File: config.mk
export PLATFORM = sky130hd
export DESIGN_NAME = regfile_scoreboard
export DESIGN_NICKNAME = d
export VERILOG_FILES = /design/src/rtl/regfile_pkg.sv /design/src/rtl/regfile_scoreboard_bits.sv /design/src/rtl/regfile_scoreboard.sv
export SDC_FILE = /design/constraint.sdc
export NUM_CORES = 2
export LEC_CHECK = 0
export BUFFER_PORTS_ARGS = -buffer_cell sky130_fd_sc_hd__buf_4
export CAP_MARGIN = 30
export CORE_UTILIZATION = 45
export CTS_CLUSTER_SIZE = 28
export DETAILED_ROUTE_END_ITERATION = 10
export PLACE_DENSITY_LB_ADDON = 0.1
export SYNTH_ARGS = -nofsm -noshare
export SYNTH_HDL_FRONTEND = slang
export SYNTH_SLANG_ARGS = --single-unit
File: constraint.sdc
create_clock -name clk -period 3.6 [get_ports clk]
set_clock_uncertainty 0.1 [all_clocks]
set_input_delay 0.72 -clock clk [delete_from_list [all_inputs] [get_ports clk]]
set_output_delay 0.72 -clock clk [all_outputs]
set_load 0.1 [all_outputs]
File: src/rtl/regfile_pkg.sv
// Shared constants and helpers for the register file and its scoreboard.
package regfile_pkg;

    localparam int DEFAULT_WIDTH = 32;
    localparam int DEFAULT_DEPTH = 32;

    // Bits needed to hold a count from 0 to depth inclusive.
    function automatic int count_width(input int depth);
        return $clog2(depth + 1);
    endfunction

endpackage

File: src/rtl/regfile_scoreboard_bits.sv
// Per-register busy scoreboard with a registered popcount of the busy vector.
module scoreboard_bits
    import regfile_pkg::*;
#(
    parameter int DEPTH    = DEFAULT_DEPTH,
    parameter int AW       = $clog2(DEPTH),
    parameter int ZERO_REG = 1,
    parameter int CW       = count_width(DEPTH)
) (
    input  logic             clk,
    input  logic             reset,
    input  logic             issue_en,
    input  logic [AW-1:0]    issue_addr,
    input  logic             wr_en,
    input  logic [AW-1:0]    wr_addr,
    input  logic             flush,
    output logic [DEPTH-1:0] busy,
    output logic [CW-1:0]    busy_count
);

    logic [DEPTH-1:0] busy_next;
    logic [CW-1:0]    count_next;
    logic             issue_ok;
    logic             inc;
    logic             dec;

    // An issue aimed at the hardwired zero register claims nothing.
    always_comb begin
        issue_ok = issue_en && !((ZERO_REG != 0) && (issue_addr == '0));
    end

    // Busy next-state: flush beats issue, issue beats writeback, else hold.
    always_comb begin
        busy_next = busy;
        for (int unsigned i = 0; i < DEPTH; i++) begin
            if (flush)
                busy_next[i] = 1'b0;
            else if (issue_ok && (issue_addr == AW'(i)))
                busy_next[i] = 1'b1;
            else if (wr_en && (wr_addr == AW'(i)))
                busy_next[i] = 1'b0;
        end
        if (ZERO_REG != 0)
            busy_next[0] = 1'b0;
    end

    // Incremental count update, kept equal to popcount(busy).
    // A write to the register being issued this cycle does not decrement,
    // because the issue keeps it busy.
    always_comb begin
        inc = issue_ok && !busy[issue_addr];
        dec = wr_en && busy[wr_addr] && !(issue_ok && (issue_addr == wr_addr));
        if (flush)
            count_next = '0;
        else
            count_next = busy_count + CW'(inc) - CW'(dec);
    end

    // Scoreboard state register.
    always_ff @(posedge clk or negedge reset) begin
        if (!reset) begin
            busy       <= '0;
            busy_count <= '0;
        end else begin
            busy       <= busy_next;
            busy_count <= count_next;
        end
    end

endmodule

File: src/rtl/regfile_scoreboard.sv
// Architectural register file with write-bypassed read ports and a busy
// scoreboard that feeds the stall logic.
module regfile_scoreboard
    import regfile_pkg::*;
#(
    parameter int WIDTH    = DEFAULT_WIDTH,
    parameter int DEPTH    = DEFAULT_DEPTH,
    parameter int AW       = $clog2(DEPTH),
    parameter int ZERO_REG = 1
) (
    input  logic             clk,
    input  logic             reset,
    input  logic             wr_en,
    input  logic [AW-1:0]    wr_addr,
    input  logic [WIDTH-1:0] wr_data,
    input  logic [AW-1:0]    rs_addr,
    output logic [WIDTH-1:0] rs_data,
    input  logic [AW-1:0]    rt_addr,
    output logic [WIDTH-1:0] rt_data,
    input  logic             issue_en,
    input  logic [AW-1:0]    issue_addr,
    input  logic             flush,
    output logic             rs_busy,
    output logic             rt_busy,
    output logic [AW:0]      busy_count
);

    logic [WIDTH-1:0] regs [DEPTH];
    logic [DEPTH-1:0] busy;
    logic             wr_ok;

    // Writes to the hardwired zero register are dropped.
    always_comb begin
        wr_ok = wr_en && !((ZERO_REG != 0) && (wr_addr == '0));
    end

    // Register storage.
    always_ff @(posedge clk or negedge reset) begin
        if (!reset) begin
            for (int unsigned i = 0; i < DEPTH; i++)
                regs[i] <= '0;
        end else if (wr_ok) begin
            regs[wr_addr] <= wr_data;
        end
    end

    // Read port A with same-cycle write bypass.
    always_comb begin
        rs_data = regs[rs_addr];
        if (wr_ok && (wr_addr == rs_addr))
            rs_data = wr_data;
        if ((ZERO_REG != 0) && (rs_addr == '0))
            rs_data = '0;
    end

    // Read port B with same-cycle write bypass.
    always_comb begin
        rt_data = regs[rt_addr];
        if (wr_ok && (wr_addr == rt_addr))
            rt_data = wr_data;
        if ((ZERO_REG != 0) && (rt_addr == '0))
            rt_data = '0;
    end

    // A same-cycle writeback resolves the hazard since bypass supplies data.
    always_comb begin
        rs_busy = busy[rs_addr] & ~(wr_en & (wr_addr == rs_addr));
        rt_busy = busy[rt_addr] & ~(wr_en & (wr_addr == rt_addr));
    end

    scoreboard_bits #(
        .DEPTH    (DEPTH),
        .AW       (AW),
        .ZERO_REG (ZERO_REG),
        .CW       (AW + 1)
    ) u_sb (
        .clk        (clk),
        .reset      (reset),
        .issue_en   (issue_en),
        .issue_addr (issue_addr),
        .wr_en      (wr_en),
        .wr_addr    (wr_addr),
        .flush      (flush),
        .busy       (busy),
        .busy_count (busy_count)
    );

endmodule

==> summary.txt <==
Run status
  • Status: complete, but fails checks
  • Failing checks: negative setup slack

GRT
  • Number of global-route vias before repair: 41638
  • Antenna violations before repair: 7
  • GRT overflow: 0
  • GRT Overall Usage: 33.0%
  • Largest net degree at the start of global routing: 107
  • First-pass GRT wire length: 312000 um

Drt
  • Vias: 41591
  • Drt total wl: 218000 um
  • Routed Antenna Nets: 0
  • DR DRC count: 0
  • DRT iter0 DRCs: 4006
  • Drt pass-1 iters: 5
  • Via density per instance: 6.54
  • Detailed-route wire length per cell: 34.2 um

Logic synthesis
  • Yosys cell types: 72
  • Post-synth ARST share: 100%
  • Yosys reg bits: 1061
  • Post-synthesis cell area: 58900 um^2
  • Mapped Nets: 4249
  • Number of synthesized flops with an enable pin: 0
  • Synth Instances: 4185
  • Mean cell area of the mapped netlist: 14.1 um^2
  • Ys flop type: dfrtp_1
  • Sequential area share after synthesis: 45.1%
  • Synth Warn #: 0

Worst setup path
  • Slowest stage delay, CP: 0.37 ns
  • Arrival @ worst endpoint: 2.81 ns
  • Critical path class: input pin to primary output
  • Worst path cell trace: buf_16 > buf_16 > xnor2_2 > nand2_1 > nor3_4 > buf_4 > clkbuf_16 > nor3_2 > buf_4 > nor3_4 > buf_12
  • Critical Path Start Type: input pin
  • CP Capture Type: primary output
  • Crit path required time: 2.78 ns
  • Worst Reg-to-Reg Cells: 13
  • CP max stage cell: nor3_4
  • Worst Path Max Fanout: 7

STA
  • # setup viols final: 2
  • Final setup margin: -0.0283 ns
  • Slew Viols, Final: 0
  • Fin. Hold Viols: 0
  • Worst slew margin: 42.2%
  • Worst slew pin tran: 0.863 ns
  • Period minus WS final: 3.63 ns
  • Tcrit/Tclk final: 101%
  • RSZ-0062 raised after global routing: true
  • Fmax: 276 MHz

Die
  • Core ar.: 130000 um^2
  • Die Area: 132000 um^2
  • Initial Utilization: 45.4%
  • I/O pins: 129
  • Die height: 364 um
  • Row count: 132
  • Die width: 364 um

Cells and area
  • Ant diodes: 0
  • Multi-input gate area: 30800 um^2
  • Fill cells: 10743
  • Final Net Count: 4590
  • FF+latch area: 26600 um^2
  • Layout cells sized above 1: 54.1%
  • Finished layout cell area: 72000 um^2
  • Area grow syn2layout: 22.3%

Run
  • Max_cap viols: 0

Pwr
  • Sequential share of power: 40.8%
  • Lkg Pwr: 0.0317 uW
  • Switch share: 30.0%
  • Cell Int Power: 27000 uW
  • Clk pwr share: 34.5%
  • Power Dens Cells: 537 nW/um^2
  • P_sw: 11600 uW
  • Combinational power share: 24.6%
  • VDD IR max: 0.426 mV

Placement
  • Post-place setup slack: -0.388 ns
  • Area after DPL: 65600 um^2
  • DP HPWL: 138000 um
  • Count of input and output buffers: 128
  • Placer's final routability congestion estimate: 0.866

Clock tree
  • Clock buffer count from CTS: 130
  • Clk root buf: clkbuf_16
  • H-tree levels: 4
  • Clock tree buffer depth: 3
  • CTS tree: built
  • CTS Sinks: 1061
  • Clock-pin slew on the worst setup and hold paths: 0.06 ns
  • Clock Latency Late Sink: 0.77 ns

Min path
  • Worst hold path class: input pin to flip-flop
  • WHS Path Cells: 3
## critical path, delay by kind of cell
family,cells,cell delay [ns]
AND/OR/NAND/NOR,4,0.80
buffers and inverters,6,1.11
XOR/XNOR,1,0.12
## timing repair
action	in CTS	in global routing
hold buffers	1	0
pin swaps	30	46
setup buffers	24	22
endpoints found under the hold margin	18	0
resized for setup	159	163
endpoints found under the setup margin	66	62
gates cloned	6	6
## cells in the final DEF, fill, tap and decap left out, drive strengths merged, types with 6 or more instances in the layout
| cell | n |
|---|---|
| a22oi | 71 |
| nor4 | 23 |
| a21o | 8 |
| mux4 | 408 |
| o22a | 8 |
| nor3 | 43 |
| buf | 676 |
| nor2 | 104 |
| inv | 20 |
| clkinv | 19 |
| nor2b | 13 |
| o22ai | 96 |
| dfrtp | 1061 |
| o21ai | 72 |
| a41oi | 6 |
| o211a | 12 |
| a21oi | 53 |
| nand2 | 83 |
| a221oi | 57 |
| a22o | 26 |
| a211o | 14 |
| nand2b | 34 |
| nor4b | 9 |
| a221o | 16 |
| ha | 6 |
| clkbuf | 203 |
| nand3 | 18 |
| a311oi | 6 |
| mux2 | 1040 |
| o211ai | 26 |
| xnor2 | 14 |
| mux2i | 272 |
| a211oi | 17 |
| a2111oi | 8 |
| and2 | 9 |
## power groups by stage
stage,combinational (uW),sequential (uW),clock [uW]
after global routing,10000,16100,14000
after CTS,9290,15700,13500
final,9520,15800,13300
after global placement,8850,15800,0
after detailed placement,8970,15900,0
after floorplan,6460,15500,0
## state kept, by name, summed over array words and instances (netlist names)
name and count:
regs 1024, u_sb.busy 31, u_sb.busy_count 6
## cells by family (layout without fill, tap and decap cells)
group | after synthesis | after routing | synth area share (%)
mux | 1720 | 1720 | 40.3
flops | 1061 | 1061 | 45.1
compound gates | 517 | 517 | 6.25
buf+inv | 493 | 930 | 4.73
simple gates | 369 | 369 | 3.17
xor+xnor | 18 | 18 | 0.268
fa+ha+maj | 7 | 7 | 0.162
## final timing paths
check / startpoint / end / slack (ns)
setup / recovery: rt_addr[0] / rt_data[3] / -0.03
min in group asynchronous: reset / regs[122] / 0.37
hold reg to reg: regs[992] / regs[992] / 0.29
hold / removal: issue_en / u_sb.busy[16] / 0.18
max in group asynchronous: reset / regs[940] / 1.94
setup reg to reg: u_sb.busy[27] / u_sb.busy_count[4] / 0.25
## cell usage after synthesis (9+ instances only)
| master | number | share of area, % |
|---|---|---|
| nand2_1 | 79 | 0.50 |
| o21ai_0 | 68 | 0.58 |
| o22ai_1 | 96 | 1.0 |
| buf_8 | 17 | 0.43 |
| o211a_1 | 12 | 0.20 |
| o211ai_1 | 26 | 0.33 |
| a22oi_1 | 71 | 0.91 |
| nand2b_1 | 34 | 0.36 |
| mux2_2 | 1032 | 20 |
| a211oi_1 | 17 | 0.22 |
| buf_1 | 24 | 0.15 |
| a221o_1 | 16 | 0.27 |
| nand3_1 | 18 | 0.15 |
| xnor2_1 | 14 | 0.21 |
| buf_6 | 39 | 0.75 |
| a22o_1 | 26 | 0.39 |
| nor2_1 | 104 | 0.66 |
| a211o_1 | 14 | 0.21 |
| mux4_1 | 27 | 1.2 |
| mux2i_1 | 272 | 4.6 |
| nor3_1 | 40 | 0.34 |
| nor4b_1 | 9 | 0.13 |
| a21oi_1 | 53 | 0.45 |
| nor2b_1 | 13 | 0.14 |
| dfrtp_1 | 1061 | 45 |
| mux4_2 | 381 | 15 |
| inv_1 | 17 | 0.11 |
| clkbuf_1 | 228 | 1.5 |
| buf_2 | 126 | 1.1 |
| nor4_1 | 22 | 0.23 |
| a221oi_1 | 57 | 0.85 |
| buf_4 | 26 | 0.33 |
## cell type report
type | instances | area share, %
multi-input cells | 2631 | 42.8
flip-flops and latches | 1061 | 36.9
repair buffers | 684 | 11.2
clock buffers | 197 | 5.45
well taps | 1742 | 3.03
clock inverters | 31 | 0.523
inverters | 18 | 0.0991
## stage by stage
stage / util, % / hold slack, ns / TNS [ns] / power (uW) / std cells
finish: 55.5 / 0.183 / -0.0393 / 38700 / 6364
global route: 55.5 / 0.197 / -0.411 / 40100 / 6364
CTS: 54.7 / 0.138 / -0.144 / 38500 / 6340
detailed placement: 50.6 / 0.283 / -8.58 / 24900 / 6084
global placement: 50.6 / 0.278 / -8.57 / 24700 / 6084
floorplan: - / 0.324 / -0.876 / 21900 / 4185
## routing by layer
metal  vias to the layer above  track usage, %  wire, um
met2                      1732            49.6     98100
met5                         -               0        30
met1                     22607            48.4     96200
met3                       354            6.67     17000
met4                         6            9.56      6370
li1                      16892               -         -
No activity file was read; power rests on OpenSTA's default activity.
